**src/rtl/order_ht_sequencer_pkg.sv**
```systemverilog
// Shared encodings for the order-ID hash-table command sequencer.
// The opcode and table-state values must equal the hash table's own encodings.
package order_ht_sequencer_pkg;

    localparam logic [1:0] HT_NOOP   = 2'd0;
    localparam logic [1:0] HT_INSERT = 2'd1;
    localparam logic [1:0] HT_LOOKUP = 2'd2;
    localparam logic [1:0] HT_ERASE  = 2'd3;

    localparam logic [1:0] HT_IDLE      = 2'd0;
    localparam logic [1:0] HT_SEARCHING = 2'd1;
    localparam logic [1:0] HT_INSERTING = 2'd2;
    localparam logic [1:0] HT_DONE      = 2'd3;

    typedef enum logic [1:0] {
        CMD_REPLACE = 2'd0,
        CMD_ADD     = 2'd1,
        CMD_CANCEL  = 2'd2,
        CMD_QUERY   = 2'd3
    } cmd_type_e;

    typedef enum logic [1:0] {
        ST_OK        = 2'd0,
        ST_NOT_FOUND = 2'd1,
        ST_DUPLICATE = 2'd2,
        ST_FULL      = 2'd3
    } rsp_status_e;

    typedef enum logic [1:0] {
        S_IDLE  = 2'd0,
        S_ISSUE = 2'd1,
        S_WAIT  = 2'd2,
        S_RESP  = 2'd3
    } seq_state_e;

    // First table operation for a command; ADD starts with a LOOKUP.
    function automatic logic [1:0] first_op(input cmd_type_e t);
        case (t)
            CMD_REPLACE: first_op = HT_INSERT;
            CMD_ADD:     first_op = HT_LOOKUP;
            CMD_CANCEL:  first_op = HT_ERASE;
            default:     first_op = HT_LOOKUP;
        endcase
    endfunction

endpackage

```
**src/rtl/order_ht_sequencer_cmd_fifo.sv**
```systemverilog
// Synchronous command FIFO with a registered head word.
// Push and pop in the same cycle are both honoured, also when full.
module order_ht_sequencer_cmd_fifo
    import order_ht_sequencer_pkg::*;
#(
    parameter int WIDTH = 8,
    parameter int DEPTH = 4
) (
    input  logic             clk,
    input  logic             rst,
    input  logic             push,
    input  logic             pop,
    input  logic [WIDTH-1:0] data_in,
    output logic [WIDTH-1:0] head,
    output logic             full,
    output logic             empty
);

    localparam int AW = $clog2(DEPTH);

    logic [WIDTH-1:0] mem [DEPTH];
    logic [AW-1:0]    rd_ptr;
    logic [AW-1:0]    wr_ptr;
    logic [AW:0]      count;
    logic             do_push;
    logic             do_pop;

    assign full    = (count == (AW+1)'(DEPTH));
    assign empty   = (count == '0);
    assign do_pop  = pop && !empty;
    assign do_push = push && (!full || do_pop);

    always_ff @(posedge clk) begin
        if (rst) begin
            rd_ptr <= '0;
            wr_ptr <= '0;
            count  <= '0;
            head   <= '0;
        end else begin
            if (do_push) begin
                mem[wr_ptr] <= data_in;
                wr_ptr      <= wr_ptr + 1'b1;
            end
            if (do_pop) begin
                rd_ptr <= rd_ptr + 1'b1;
            end
            count <= count + {{AW{1'b0}}, do_push} - {{AW{1'b0}}, do_pop};
            // Head tracks the oldest entry; an entry pushed into an emptying FIFO bypasses storage.
            if (do_pop) begin
                if (count > (AW+1)'(1)) begin
                    head <= mem[rd_ptr + 1'b1];
                end else if (do_push) begin
                    head <= data_in;
                end
            end else if (do_push && empty) begin
                head <= data_in;
            end
        end
    end

endmodule

```
**src/rtl/order_ht_sequencer.sv**
```systemverilog
// Command front-end for the order-ID hash table: buffers commands, runs one or two
// table operations per command and returns one status response per command.
module order_ht_sequencer
    import order_ht_sequencer_pkg::*;
#(
    parameter int KEY_WIDTH   = 32,
    parameter int VALUE_WIDTH = 64,
    parameter int FIFO_DEPTH  = 4,
    parameter int STAT_WIDTH  = 32
) (
    input  logic                   clk,
    input  logic                   rst,
    input  logic                   cmd_valid,
    output logic                   cmd_ready,
    input  logic [1:0]             cmd_type,
    input  logic [KEY_WIDTH-1:0]   cmd_key,
    input  logic [VALUE_WIDTH-1:0] cmd_value,
    output logic [1:0]             ht_op,
    output logic [KEY_WIDTH-1:0]   ht_key,
    output logic [VALUE_WIDTH-1:0] ht_value_in,
    input  logic [VALUE_WIDTH-1:0] ht_value_out,
    input  logic                   ht_success,
    input  logic [1:0]             ht_state,
    output logic                   rsp_valid,
    input  logic                   rsp_ready,
    output logic [1:0]             rsp_type,
    output logic [KEY_WIDTH-1:0]   rsp_key,
    output logic [VALUE_WIDTH-1:0] rsp_value,
    output logic [1:0]             rsp_status,
    output logic [STAT_WIDTH-1:0]  stat_dup,
    output logic [STAT_WIDTH-1:0]  stat_miss,
    output logic [STAT_WIDTH-1:0]  stat_full
);

    // Handshakes: a stream transfer happens on a rising clk edge where valid and ready are both 1;
    // the sender holds valid and payload stable until that edge, and ready never waits on a later valid.
    localparam int EW = 2 + KEY_WIDTH + VALUE_WIDTH;

    logic [EW-1:0]          fifo_head;
    logic                   fifo_full;
    logic                   fifo_empty;
    logic                   fifo_push;
    logic                   fifo_pop;
    cmd_type_e              head_type;
    logic [KEY_WIDTH-1:0]   head_key;
    logic [VALUE_WIDTH-1:0] head_value;

    seq_state_e             state_q, state_d;
    cmd_type_e              cur_type_q, cur_type_d;
    logic [KEY_WIDTH-1:0]   cur_key_q, cur_key_d;
    logic [VALUE_WIDTH-1:0] cur_value_q, cur_value_d;
    logic                   phase2_q, phase2_d;
    logic [1:0]             ht_op_q, ht_op_d;
    logic [KEY_WIDTH-1:0]   ht_key_q, ht_key_d;
    logic [VALUE_WIDTH-1:0] ht_value_q, ht_value_d;
    logic                   rsp_valid_q, rsp_valid_d;
    logic [1:0]             rsp_type_q, rsp_type_d;
    logic [KEY_WIDTH-1:0]   rsp_key_q, rsp_key_d;
    logic [VALUE_WIDTH-1:0] rsp_value_q, rsp_value_d;
    rsp_status_e            rsp_status_q, rsp_status_d;
    logic [STAT_WIDTH-1:0]  stat_dup_q, stat_dup_d;
    logic [STAT_WIDTH-1:0]  stat_miss_q, stat_miss_d;
    logic [STAT_WIDTH-1:0]  stat_full_q, stat_full_d;
    logic                   finish;
    rsp_status_e            res_status;
    logic [VALUE_WIDTH-1:0] res_value;

    assign cmd_ready = !fifo_full;
    assign fifo_push = cmd_valid && cmd_ready;

    order_ht_sequencer_cmd_fifo #(
        .WIDTH (EW),
        .DEPTH (FIFO_DEPTH)
    ) u_cmd_fifo (
        .clk     (clk),
        .rst     (rst),
        .push    (fifo_push),
        .pop     (fifo_pop),
        .data_in ({cmd_type, cmd_key, cmd_value}),
        .head    (fifo_head),
        .full    (fifo_full),
        .empty   (fifo_empty)
    );

    assign head_type  = cmd_type_e'(fifo_head[EW-1 -: 2]);
    assign head_key   = fifo_head[VALUE_WIDTH +: KEY_WIDTH];
    assign head_value = fifo_head[VALUE_WIDTH-1:0];

    always_comb begin
        state_d      = state_q;
        cur_type_d   = cur_type_q;
        cur_key_d    = cur_key_q;
        cur_value_d  = cur_value_q;
        phase2_d     = phase2_q;
        ht_op_d      = ht_op_q;
        ht_key_d     = ht_key_q;
        ht_value_d   = ht_value_q;
        rsp_valid_d  = rsp_valid_q;
        rsp_type_d   = rsp_type_q;
        rsp_key_d    = rsp_key_q;
        rsp_value_d  = rsp_value_q;
        rsp_status_d = rsp_status_q;
        stat_dup_d   = stat_dup_q;
        stat_miss_d  = stat_miss_q;
        stat_full_d  = stat_full_q;
        fifo_pop     = 1'b0;
        finish       = 1'b0;
        res_status   = ST_OK;
        res_value    = '0;

        case (state_q)
            S_IDLE: begin
                if (!fifo_empty && !rsp_valid_q) begin
                    fifo_pop    = 1'b1;
                    cur_type_d  = head_type;
                    cur_key_d   = head_key;
                    cur_value_d = head_value;
                    phase2_d    = 1'b0;
                    ht_op_d     = first_op(head_type);
                    ht_key_d    = head_key;
                    ht_value_d  = head_value;
                    state_d     = S_ISSUE;
                end
            end
            S_ISSUE: begin
                // DONE here is the table bouncing a NOOP, not our result.
                if (ht_state == HT_SEARCHING) begin
                    state_d = S_WAIT;
                end
            end
            S_WAIT: begin
                if (ht_state == HT_DONE) begin
                    finish = 1'b1;
                    case (cur_type_q)
                        CMD_REPLACE: begin
                            res_status = ht_success ? ST_OK : ST_FULL;
                            res_value  = ht_success ? ht_value_out : '0;
                        end
                        CMD_ADD: begin
                            if (!phase2_q) begin
                                if (ht_success) begin
                                    res_status = ST_DUPLICATE;
                                    res_value  = ht_value_out;
                                end else begin
                                    // Miss: the table picks up INSERT in its next IDLE cycle.
                                    finish   = 1'b0;
                                    phase2_d = 1'b1;
                                    ht_op_d  = HT_INSERT;
                                    state_d  = S_ISSUE;
                                end
                            end else begin
                                res_status = ht_success ? ST_OK : ST_FULL;
                                res_value  = ht_success ? cur_value_q : '0;
                            end
                        end
                        default: begin
                            res_status = ht_success ? ST_OK : ST_NOT_FOUND;
                            res_value  = ht_success ? ht_value_out : '0;
                        end
                    endcase
                    if (finish) begin
                        ht_op_d      = HT_NOOP;
                        rsp_valid_d  = 1'b1;
                        rsp_type_d   = cur_type_q;
                        rsp_key_d    = cur_key_q;
                        rsp_value_d  = res_value;
                        rsp_status_d = res_status;
                        state_d      = S_RESP;
                    end
                end
            end
            S_RESP: begin
                if (rsp_ready) begin
                    rsp_valid_d = 1'b0;
                    state_d     = S_IDLE;
                    case (rsp_status_q)
                        ST_DUPLICATE: stat_dup_d  = stat_dup_q + STAT_WIDTH'(1);
                        ST_NOT_FOUND: stat_miss_d = stat_miss_q + STAT_WIDTH'(1);
                        ST_FULL:      stat_full_d = stat_full_q + STAT_WIDTH'(1);
                        default:      ;
                    endcase
                end
            end
            default: state_d = S_IDLE;
        endcase
    end

    always_ff @(posedge clk) begin
        if (rst) begin
            state_q      <= S_IDLE;
            cur_type_q   <= CMD_REPLACE;
            cur_key_q    <= '0;
            cur_value_q  <= '0;
            phase2_q     <= 1'b0;
            ht_op_q      <= HT_NOOP;
            ht_key_q     <= '0;
            ht_value_q   <= '0;
            rsp_valid_q  <= 1'b0;
            rsp_type_q   <= '0;
            rsp_key_q    <= '0;
            rsp_value_q  <= '0;
            rsp_status_q <= ST_OK;
            stat_dup_q   <= '0;
            stat_miss_q  <= '0;
            stat_full_q  <= '0;
        end else begin
            state_q      <= state_d;
            cur_type_q   <= cur_type_d;
            cur_key_q    <= cur_key_d;
            cur_value_q  <= cur_value_d;
            phase2_q     <= phase2_d;
            ht_op_q      <= ht_op_d;
            ht_key_q     <= ht_key_d;
            ht_value_q   <= ht_value_d;
            rsp_valid_q  <= rsp_valid_d;
            rsp_type_q   <= rsp_type_d;
            rsp_key_q    <= rsp_key_d;
            rsp_value_q  <= rsp_value_d;
            rsp_status_q <= rsp_status_d;
            stat_dup_q   <= stat_dup_d;
            stat_miss_q  <= stat_miss_d;
            stat_full_q  <= stat_full_d;
        end
    end

    assign ht_op       = ht_op_q;
    assign ht_key      = ht_key_q;
    assign ht_value_in = ht_value_q;
    assign rsp_valid   = rsp_valid_q;
    assign rsp_type    = rsp_type_q;
    assign rsp_key     = rsp_key_q;
    assign rsp_value   = rsp_value_q;
    assign rsp_status  = rsp_status_q;
    assign stat_dup    = stat_dup_q;
    assign stat_miss   = stat_miss_q;
    assign stat_full   = stat_full_q;

endmodule

```
**config.mk**
```make
export PLATFORM = sky130hd
export DESIGN_NAME = order_ht_sequencer
export DESIGN_NICKNAME = d
export VERILOG_FILES = /design/src/rtl/order_ht_sequencer_pkg.sv /design/src/rtl/order_ht_sequencer_cmd_fifo.sv /design/src/rtl/order_ht_sequencer.sv
export SDC_FILE = /design/constraint.sdc
export NUM_CORES = 1
export LEC_CHECK = 0
export ABC_AREA = 1
export BUFFER_PORTS_ARGS = -buffer_cell sky130_fd_sc_hd__buf_2
export CAP_MARGIN = 20
export CELL_PAD_IN_SITES_DETAIL_PLACEMENT = 0
export CELL_PAD_IN_SITES_GLOBAL_PLACEMENT = 1
export CORE_ASPECT_RATIO = 1.4
export CORE_MARGIN = 5
export CORE_UTILIZATION = 45
export CTS_BUF_LIST = sky130_fd_sc_hd__clkbuf_8
export DETAILED_ROUTE_END_ITERATION = 10
export MAX_ROUTING_LAYER = met4
export PLACE_DENSITY_LB_ADDON = 0.12
export SYNTH_ARGS = -nofsm -noshare
export SYNTH_HDL_FRONTEND = slang
export SYNTH_SLANG_ARGS = --single-unit
```
**constraint.sdc**
```tcl
create_clock -name clk -period 13.9 [get_ports clk]
set_input_delay 2.085 -clock clk [delete_from_list [all_inputs] [get_ports clk]]
set_output_delay 2.085 -clock clk [all_outputs]
set_load 0.005 [all_outputs]
```
==> results of run 1 <==
==> cell families after synthesis <==
| kind of cell | after synthesis | synth area share |
|---|---|---|
| AND/OR/NAND/NOR | 1829 | 0.228 |
| flip-flops | 797 | 0.607 |
| AO/OA/AOI/OAI | 608 | 0.101 |
| buffers and inverters | 442 | 0.0552 |
| adder cells (fa/ha/maj) | 15 | 0.00596 |
| XOR/XNOR | 14 | 0.00374 |
==> per-layer routing <==
layer | global-route usage | up-vias | part of all wire
met5 | - | - | 0
met4 | 0.0578 | 0 | 0.019
met3 | 0.0401 | 129 | 0.060
met2 | 0.399 | 810 | 0.46
met1 | 0.361 | 12100 | 0.46
li1 | - | 13100 | -
==> layout make-up <==
type | instances | area, um^2
Clock buffer | 152 | 2090
Timing Repair Buffer | 491 | 2550
Multi-Input combinational cell | 2466 | 11100
Sequential cell | 797 | 19900
Inverter | 240 | 911
Clock inverter | 73 | 427
Antenna cell | 6 | 15.0
Fill cell | 6953 | 34300
Tap cell | 952 | 1190
==> layout by cell type (no fill, tap or decap), types with 3 or more instances in the layout <==
cell,n
nor2_1,473
nand3_1,207
nand3b_1,17
inv_2,9
buf_2,463
diode_2,6
xor2_1,9
dfxtp_1,405
nand4_1,33
nand2_1,1054
a22oi_1,20
o21ai_1,9
nor2_4,14
ha_1,14
nor3_1,12
nand2_4,3
o21ai_0,268
bufinv_16,4
nor2_2,5
a21oi_1,233
inv_1,265
edfxtp_1,392
clkbuf_8,152
clkinv_1,12
clkinvlp_4,3
o211ai_1,64
a211oi_1,4
buf_4,27
nand2_2,4
clkinv_2,15
xnor2_1,5
o21a_1,7
==> sequential cells by signal, indices dropped and copies added, names as in the netlist, 3 cells and up <==
signal            count
ht_key               32
ht_value_in          64
rsp_key              32
rsp_value            64
stat_dup             32
stat_full            32
stat_miss            32
u_cmd_fifo.count      3
u_cmd_fifo.head      98
u_cmd_fifo.mem      392
==> worst max-delay path, stage by stage <==
cell     delay [ns]
buf_4          0.29
inv_8          0.54
nand2_1        0.38
nor2_4         0.88
buf_4          0.90
==> power groups by stage <==
stage	registers (mW)	clock network (mW)	logic (mW)
finish	3.07	1.98	2.11
global route	3.10	2.15	2.38
CTS	3.07	2.03	2.14
detailed placement	3.12	0	2.13
global placement	3.12	0	2.11
floorplan	3.02	0	1.42
==> worst min-delay path by stage <==
stage / startpoint / endpoint / slack [ns] / cells past startpoint
floorplan: u_cmd_fifo.head[74] / ht_key[10] / 0.44 / 2
global placement: u_cmd_fifo.head[88] / ht_key[24] / 0.45 / 2
detailed placement: u_cmd_fifo.head[88] / ht_key[24] / 0.45 / 2
CTS: u_cmd_fifo.head[78] / ht_key[14] / 0.46 / 2
global route: u_cmd_fifo.head[87] / ht_key[23] / 0.47 / 2
finish: u_cmd_fifo.head[88] / ht_key[24] / 0.45 / 2
==> metrics.txt, run 1 <==
status finished clean; IO buf count 464; clock-pin slew on the worst setup and hold paths 0.06 ns; I/O pin count 465; r2r startpoint state_q[0]; Worst Clk Skew 0.0265 ns; final worst setup slack 9.03 ns; Netlist cell types 39; Fmax achieved 205 MHz; hold buffers post-CTS 0; Clk Latency, worst-skew pair 0.75 ns; area leader, netlist edfxtp_1; Hold WS 0.455 ns; Final setup viols 0; Power Total 7.16 mW; die height 329 um; #FFs+latches synth 797; Slew headroom 0.288; post-route cell area 38200 um^2; Final nets 4301; PwrDens 188 nW/um^2; initial drt markers 2064; Placer Congestion 0.887; end point of the critical path u_cmd_fifo.mem[0][32]; post-CTS setup buffer count 0; Avg Inst Size Synth 8.84 um^2; initial core utilization 0.452; critical path arrival 5.23 ns; Slew @ Worst Pin 1.07 ns; reg-to-reg endpoint u_cmd_fifo.head[89]; CTS Sinks 797; final hold vios 0; post-layout util 0.527; largest net degree at the start of global routing 120; worst slack, placed 8.17 ns; initial antenna violation count 19; internal reg-to-reg setup slack 10.06 ns; count leader, synth nand2_1; WL/cell 19.7 um; CP startpoint rst; Core ar. 72500 um^2; die area 78300 um^2; syn_nets 3889; Post-synth EDFFs 392; min Tclk post-route 4.87 ns; Cell Area, Synth 32700 um^2; sequential share of power 0.429; Resized cells post-CTS 0; CP Launch Type primary input; remaining routing DRC violations 0; worst-case reg-to-reg path depth 9; Non-Filler Instances 5177; Post-Synthesis Cells 3705; P_leak 16.3 nW; Tot GR Track Use 0.257; MaxCap Viol Count 0; Die Wd 238 um; Int Power 4.49 mW; clock share of power 0.277; global-route wire length before repair 151000 um; worst IR drop on VDD 0.141 mV; CTS tree built; critical path capture point type flip-flop; asr flop ratio synth 0; top-area cell type share of the netlist area 0.359; Via Count 26200; fraction of layout cells with a size suffix above 1 0.168; switching power share of the total 0.373; post-placement cell count 4945; vias per cell 5.06; Final ANT Viol Nets 0; Slew Limit Fails 0; Switching Power 2.67 mW; Req. time, crit path 14.25 ns; largest fanout on the critical path 119; Max Root-Sink Buffers 3; register area share after synthesis 0.607; worst hold path class flip-flop to flip-flop; area delta synth->final 16.5%; Detailed Place HPWL 69600 um; Top FF cell, synth dfxtp_1; WL final 102000 um; logic gate share of total power 0.294; number of iterations in the first detailed-routing pass 5; top cells by area, synth edfxtp_1, dfxtp_1, nand2_1, nor2_1, o21ai_0; row count 117; gr ovfl total 0; final worst path period share 0.351; H-tree depth 3; Fin Setup TNS 0 ns; RSZ-0062 raised after global routing no; Num CTS Buffers 121; Post-synth top cells nand2_1, nor2_1, dfxtp_1; vias in the first global route 23900; critical path class primary input to flip-flop; Yosys warnings 0; clock root buffer clkbuf_8; placed cell area 35600 um^2
Power figures use the tool's default switching activity.
==> run 2, diff against run 1 <==
==> constraint.sdc (replaced) <==
create_clock -name clk -period 4.8 [get_ports clk]
set_input_delay 0.72 -clock clk [delete_from_list [all_inputs] [get_ports clk]]
set_output_delay 0.72 -clock clk [all_outputs]
set_load 0.005 [all_outputs]
==> run 2 against run 1 <==
Compared with the run above:
- clock power grew to 2.9 times the previous value
- routed wire length rose by 1.3%
- worst setup slack got worse by 7.1 ns
- critical path depth increased by 4
- combinational power grew to 2.9 times the previous value
- flip-flop and latch count did not move
- highest routed layer unchanged
- via count increased by 0.60%
- global-route usage increased by 0.44 points
- power grew to 2.9 times the previous value
==> metrics.txt, run 2 (synthesized netlist as in run 1, its figures left out) <==
reg-to-reg endpoint u_cmd_fifo.head[44] (was u_cmd_fifo.head[89]); fraction of layout cells with a size suffix above 1 0.168 (about the same); critical path capture point type flip-flop (unchanged); Final setup viols 0 (unchanged); CP Launch Type flip-flop (was primary input); IO buf count 464 (unchanged); critical path class flip-flop to flip-flop (was primary input to flip-flop); Final ANT Viol Nets 0 (unchanged); Hold Path Depth 1 (was 2); global-route wire length before repair 154000 um (was 151000 um); CP most frequent cell nand2_1 (was buf_4); Num CTS Buffers 120 (was 121); CTS Sinks 797 (unchanged); area delta synth->final 17.2% (was 16.5%); gr ovfl total 0 (unchanged); Hold Path End u_cmd_fifo.mem[1][63] (was ht_key[24]); die area 78300 um^2 (unchanged); Max Used Layer met4 (unchanged); most frequent cells in the layout nand2_1, nor2_1, buf_2 (unchanged); Slew Limit Fails 0 (unchanged); Clk Latency, worst-skew pair 0.75 ns (about the same); Critical-path top delay cell dfxtp_1 (was buf_4); PwrDens 543 nW/um^2 (was 188 nW/um^2); largest fanout on the critical path 28 (was 119); min Tclk post-route 2.86 ns; worst IR drop on VDD 0.330 mV (was 0.141 mV); most common cell after layout, fill and taps aside nand2_1 (unchanged); Placer Congestion 0.896 (was 0.887); Reg with most FFs u_cmd_fifo.mem (unchanged); Die Wd 238 um (unchanged); initial antenna violation count 27 (was 19); Fmax achieved 350 MHz; min-delay src cmd_value[63] (was u_cmd_fifo.head[88]); I/O pin count 465 (unchanged); Resized cells post-CTS 0 (unchanged); Slew headroom 0.330 (was 0.288); RSZ-0062 raised after global routing no (unchanged); Met3 Wirelength 7530 um (was 6100 um); largest net degree at the start of global routing 163 (was 120); WL/cell 19.9 um (was 19.7 um); P_leak 16.4 nW (was 16.3 nW); area of the multi-input gates 11100 um^2 (unchanged); post-layout util 0.530 (was 0.527); CP startpoint u_cmd_fifo.rd_ptr[0] (was rst); Fillers 6978 (was 6953); status finished clean (unchanged); internal reg-to-reg setup slack 1.94 ns (was 10.06 ns); Power Total 20.8 mW (was 7.16 mW); Largest regs u_cmd_fifo.mem x392, u_cmd_fifo.head x98 (unchanged); initial core utilization 0.452 (unchanged); worst hold path class primary input to flip-flop (was flip-flop to flip-flop); post-CTS setup buffer count 0 (unchanged); die height 329 um (unchanged); hold buffers post-CTS 0 (unchanged); final hold vios 0 (unchanged); WL final 103000 um (was 102000 um); MaxCap Viol Count 0 (unchanged); Hold WS 0.204 ns (was 0.455 ns); critical path arrival 3.53 ns (was 5.23 ns); clock root buffer clkbuf_8 (unchanged); row count 117 (unchanged); Tot GR Track Use 0.261 (was 0.257); Core ar. 72500 um^2 (unchanged); Slew @ Worst Pin 1.00 ns (was 1.07 ns); Largest register FFs 392 (unchanged); Post-Route M1 WL 45500 um (was 47000 um); Max Root-Sink Buffers 3 (unchanged); Detailed Place HPWL 71600 um (was 69600 um); number of iterations in the first detailed-routing pass 7 (was 5); met2 wire length 48000 um (was 46900 um); vias in the first global route 24500 (was 23900); final worst path period share 0.595; Req. time, crit path 5.47 ns (was 14.25 ns); Worst Clk Skew 0.0264 ns (was 0.0265 ns); vias per cell 5.08 (was 5.06); Via Count 26300 (was 26200); remaining routing DRC violations 0 (unchanged); Fin Setup TNS 0 ns (unchanged); worst stage delay on the critical path 0.71 ns (was 0.90 ns); initial drt markers 2052 (was 2064); Final nets 4310 (was 4301); CTS tree built (unchanged); worst-case reg-to-reg path depth 9 (unchanged); H-tree depth 3 (unchanged); Reg area 19900 um^2 (unchanged); r2r startpoint u_cmd_fifo.rd_ptr[0] (was state_q[0]); clock-pin slew on the worst setup and hold paths 0.07 ns (was 0.06 ns); CP cell instances nand2_1, inv_2, buf_4, nand2_1, nand3_1, nand2_1, nand2_1, nor2_1, nor2_1 (was buf_4, inv_8, nand2_1, nor2_4, buf_4)
## run 2: worst max path at each step
stage / endpoint / slack, ns
2_1_floorplan: u_cmd_fifo.mem[0][0] / -1.34
6_report: u_cmd_fifo.head[44] / 1.94
4_1_cts: u_cmd_fifo.head[44] / 1.84
5_1_grt: u_cmd_fifo.head[44] / 1.71
3_5_place_dp: u_cmd_fifo.mem[0][35] / 1.58
3_3_place_gp: u_cmd_fifo.mem[0][32] / 1.60
## run 2: where the power goes
part | leakage, nW | internal [mW] | switching, mW | total, mW
Combinational | 8.13 | 1.81 | 4.37 | 6.19
Sequential | 6.86 | 8.18 | 0.755 | 8.93
Clock | 1.41 | 3.08 | 2.63 | 5.71
## run 2: metrics by stage
step | area [um^2] | setup slack [ns] | std cells
6_report | 38400 | 1.94 | 5189
5_1_grt | 38400 | 1.71 | 5188
4_1_cts | 38300 | 1.84 | 5168
3_5_place_dp | 35900 | 1.58 | 4956
3_3_place_gp | 35900 | 1.60 | 4956
2_1_floorplan | 32700 | -1.34 | 3705
## run 2: critical path: cells and delay by family, from the launching register on
family,cells,cell delay [ns]
flops,1,0.71
simple gates,7,1.14
buf+inv,2,0.89
## run 2: final cells by class
cell class,count,share of cell area
Inverter,240,0.0237
Clock buffer,144,0.0516
Multi-Input combinational cell,2466,0.289
Tap cell,952,0.0310
Timing Repair Buffer,501,0.0724
Clock inverter,68,0.0126
Sequential cell,797,0.518
Antenna cell,21,0.00137
## run 2: layer usage
| metal | track usage | vias up |
|---|---|---|
| met1 | 0.349 | 12200 |
| met5 | - | - |
| met3 | 0.0560 | 127 |
| met4 | 0.0765 | 0 |
| met2 | 0.406 | 839 |
| li1 | - | 13100 |
==> run 3, diff against run 2 <==
--- a/config.mk
+++ b/config.mk
@@ -5,14 +5,14 @@
 export SDC_FILE = /design/constraint.sdc
 export NUM_CORES = 1
 export LEC_CHECK = 0
-export ABC_AREA = 1
+export ABC_AREA = 0
 export BUFFER_PORTS_ARGS = -buffer_cell sky130_fd_sc_hd__buf_2
 export CAP_MARGIN = 20
 export CELL_PAD_IN_SITES_DETAIL_PLACEMENT = 0
 export CELL_PAD_IN_SITES_GLOBAL_PLACEMENT = 1
 export CORE_ASPECT_RATIO = 1.4
 export CORE_MARGIN = 5
-export CORE_UTILIZATION = 45
+export CORE_UTILIZATION = 43
 export CTS_BUF_LIST = sky130_fd_sc_hd__clkbuf_8
 export DETAILED_ROUTE_END_ITERATION = 10
 export MAX_ROUTING_LAYER = met4
==> constraint.sdc (replaced) <==
create_clock -name clk -period 2.3 [get_ports clk]
set_input_delay 0.345 -clock clk [delete_from_list [all_inputs] [get_ports clk]]
set_output_delay 0.345 -clock clk [all_outputs]
set_load 0.005 [all_outputs]
==> run 3 against run 2 <==
Compared with the run above:
- first-iteration DRC count shrank 34%
- sequential power grew 97%
- non-clock buffer count is 208 higher
- power up 79%
- clock power grew 100%
- utilization grew 1.4 points
- hold slack worse by 0.14 ns
- die area grew 0.43%
- highest routed layer unchanged
- sequential share of layout area decreased by 1.4 points
- clock skew rose by 0.017 ns
- critical path depth is 3 lower
- register-to-register slack got worse by 1.9 ns
==> metrics.txt, run 3 <==
worst-case reg-to-reg path depth 6 (was 9); fraction of layout cells with a size suffix above 1 0.275 (was 0.168); global routing met2 resource utilization 0.383 (was 0.406); critical path capture point type flip-flop (unchanged); internal reg-to-reg setup slack 0.05 ns (was 1.94 ns); logic gate share of total power 0.222 (was 0.297); I/O pin count 465 (unchanged); Slew headroom 0.455 (was 0.330); Worst Clk Skew 0.0438 ns (was 0.0264 ns); Post-Synthesis Cells 2673 (was 3705); clock share of power 0.307 (was 0.274); r2r startpoint state_q[0] (was u_cmd_fifo.rd_ptr[0]); PwrDens 947 nW/um^2 (was 543 nW/um^2); die area 78700 um^2 (was 78300 um^2); Hold Path Depth 4 (was 1); H-tree depth 3 (unchanged); Final nets 3492 (was 4310); CTS Sinks 797 (unchanged); Hold Path End rsp_value[59] (was u_cmd_fifo.mem[1][63]); post-route cell area 39400 um^2 (was 38400 um^2); P_leak 14.4 nW (was 16.4 nW); Tot GR Track Use 0.228 (was 0.261); gr ovfl total 0 (unchanged); clock root buffer clkbuf_8 (unchanged); largest net degree at the start of global routing 140 (was 163); Power Total 37.3 mW (was 20.8 mW); Max Root-Sink Buffers 3 (unchanged); Via Count 23700 (was 26300); Final setup viols 0 (unchanged); met1 global-route usage 0.280 (was 0.349); met3 GRT Util 0.0392 (was 0.0560); asr flop ratio synth 0 (unchanged); worst IR drop on VDD 0.908 mV (was 0.330 mV); global routing's busiest layer met2 (unchanged); final worst path period share 0.980 (was 0.595); initial core utilization 0.433 (was 0.452); Netlist cell types 55 (was 39); reg-to-reg endpoint u_cmd_fifo.head[56] (was u_cmd_fifo.head[44]); most common cell after layout, fill and taps aside nand2_1 (unchanged); min Tclk post-route 2.25 ns (was 2.86 ns); number of iterations in the first detailed-routing pass 5 (was 7); Req. time, crit path 2.94 ns (was 5.47 ns); IO buf count 464 (unchanged); #FFs+latches synth 797 (unchanged); critical path class flip-flop to flip-flop (unchanged); WL final 90000 um (was 103000 um); largest fanout on the critical path 102 (was 28); Fmax achieved 444 MHz (was 350 MHz); vias per cell 5.41 (was 5.08); Cell Area, Synth 31400 um^2 (was 32700 um^2); Largest regs u_cmd_fifo.mem x392, u_cmd_fifo.head x98 (unchanged); Hold WS 0.0652 ns (was 0.204 ns); area leader, netlist edfxtp_1 (unchanged); Slew Limit Fails 0 (unchanged); status finished clean (unchanged); Switching Power 11.6 mW (was 7.76 mW); MaxCap Viol Count 0 (unchanged); Non-Filler Instances 4385 (was 5189); Largest register FFs 392 (unchanged); initial antenna violation count 17 (was 27); Die Wd 239 um (was 238 um); row count 117 (unchanged); switching power share of the total 0.310 (was 0.373); post-layout util 0.543 (was 0.530); global-route wire length before repair 137000 um (was 154000 um); initial drt markers 1363 (was 2052); top-area cell type share of the netlist area 0.374 (was 0.359); remaining routing DRC violations 0 (unchanged); most frequent cells in the layout nand2_1, buf_2, dfxtp_1 (was nand2_1, nor2_1, buf_2); Reg with most FFs u_cmd_fifo.mem (unchanged); Slew @ Worst Pin 0.817 ns (was 1.00 ns); vias in the first global route 23800 (was 24500); worst hold path class primary input to flip-flop (unchanged); area delta synth->final 25.5% (was 17.2%); Core ar. 72600 um^2 (was 72500 um^2); Placer Congestion 0.841 (was 0.896); Yosys warnings 0 (unchanged); CTS tree built (unchanged); sequential share of power 0.470 (was 0.429); Post-synth top cells nand2_1, dfxtp_1, edfxtp_1 (was nand2_1, nor2_1, dfxtp_1); Detailed Place HPWL 57000 um (was 71600 um); placed cell area 35400 um^2 (was 35900 um^2); Num CTS Buffers 120 (unchanged); syn_nets 2857 (was 3889); Clk Latency, worst-skew pair 0.75 ns (about the same); final hold vios 0 (unchanged); clock-pin slew on the worst setup and hold paths 0.06 ns (was 0.07 ns); Top FF cell, synth dfxtp_1 (unchanged); Post-synth EDFFs 392 (unchanged); Avg Inst Size Synth 11.8 um^2 (was 8.84 um^2); count leader, synth nand2_1 (unchanged); CP Launch Type flip-flop (unchanged); Int Power 25.8 mW (was 13.1 mW); min-delay src ht_value_out[59] (was cmd_value[63]); WL/cell 20.5 um (was 19.9 um); Final ANT Viol Nets 0 (unchanged); critical path arrival 2.90 ns (was 3.53 ns); die height 330 um (was 329 um); register area share after synthesis 0.632 (was 0.607); post-placement cell count 3986 (was 4956); top cells by area, synth edfxtp_1, dfxtp_1, mux4_2, nand2_1, a21oi_1 (was edfxtp_1, dfxtp_1, nand2_1, nor2_1, o21ai_0)
run 3: cell types whose count changed after synthesis, sizes merged, moves of 50 or more:
| cell | delta |
|---|---|
| nand2 | -493 |
| nor2 | -339 |
| o21ai | -264 |
| inv | -210 |
| nand3 | -107 |
| a311oi | +99 |
| mux4 | +98 |
| mux2 | +81 |
| o211ai | -62 |
| buf | -56 |
| clkbuf | +50 |
run 3: stage by stage:
step                      setup TNS [ns]  setup WS (ns)
after floorplan                  -154.01         -0.393
after global placement                 0         0.0834
after detailed placement               0         0.0507
after CTS                              0         0.0398
after global routing             -0.0486        -0.0139
final                                  0         0.0463
run 3: kinds of logic (layout without fill, tap and decap cells):
logic type | Yosys count | after routing | synth area share
AND/OR/NAND/NOR | 1008 | 1008 | 0.143
flip-flops | 797 | 797 | 0.632
AO/OA/AOI/OAI | 420 | 420 | 0.0834
buffers and inverters | 224 | 966 | 0.0277
multiplexers | 180 | 180 | 0.0996
XOR/XNOR | 29 | 29 | 0.00808
adder cells (fa/ha/maj) | 15 | 15 | 0.00621
other | 0 | 18 | 0
run 3: how the worst max path moves through the flow:
| stage | from | to | slack (ns) | cells past startpoint |
|---|---|---|---|---|
| global placement | rsp_ready | stat_full[13] | 0.08 | 7 |
| finish | state_q[0] | u_cmd_fifo.head[56] | 0.05 | 6 |
| CTS | u_cmd_fifo.count[0] | cmd_ready | 0.04 | 3 |
| detailed placement | rsp_ready | stat_full[13] | 0.05 | 7 |
| floorplan | u_cmd_fifo.count[1] | u_cmd_fifo.mem[0][0] | -0.39 | 5 |
| global route | state_q[0] | u_cmd_fifo.head[49] | -0.01 | 7 |
run 3: worst max-delay path, stage by stage, from the launching register on:
cell	delay (ns)
dfxtp_1	0.33
buf_4	0.17
buf_4	0.16
or3_1	0.40
a221o_4	0.38
buf_12	0.21
a311oi_1	0.34
run 3: layer usage:
metal  share of wire  wire length [um]
met1            0.42             37500
met2            0.50             44900
met3           0.059              5290
met4           0.024              2200
met5               0                 0
run 3: repair_timing:
action                     CTS  global route
buffers inserted             0             0
hold endpoints to repair   562             0
hold buffers               152             0
pin swaps                    0             1
setup endpoints to repair    1            24
gates resized for setup      1             9
run 3: layout make-up:
class | instances | area [um^2]
antenna | 18 | 45.0
clock buffer | 144 | 1980
clock inverter | 85 | 434
fill | 6449 | 33200
inverter | 28 | 108
multi-input combinational | 1652 | 10800
sequential | 797 | 19900
tap | 952 | 1190
timing repair buffer | 709 | 5010
run 3: power by group through the flow:
stage	Combinational [mW]	Clock (mW)	Sequential, mW
floorplan	5.13	0	17.5
global placement	8.06	0	17.8
detailed placement	8.20	0	17.8
CTS	8.45	11.9	17.6
global route	9.13	12.5	17.7
finish	8.30	11.5	17.6
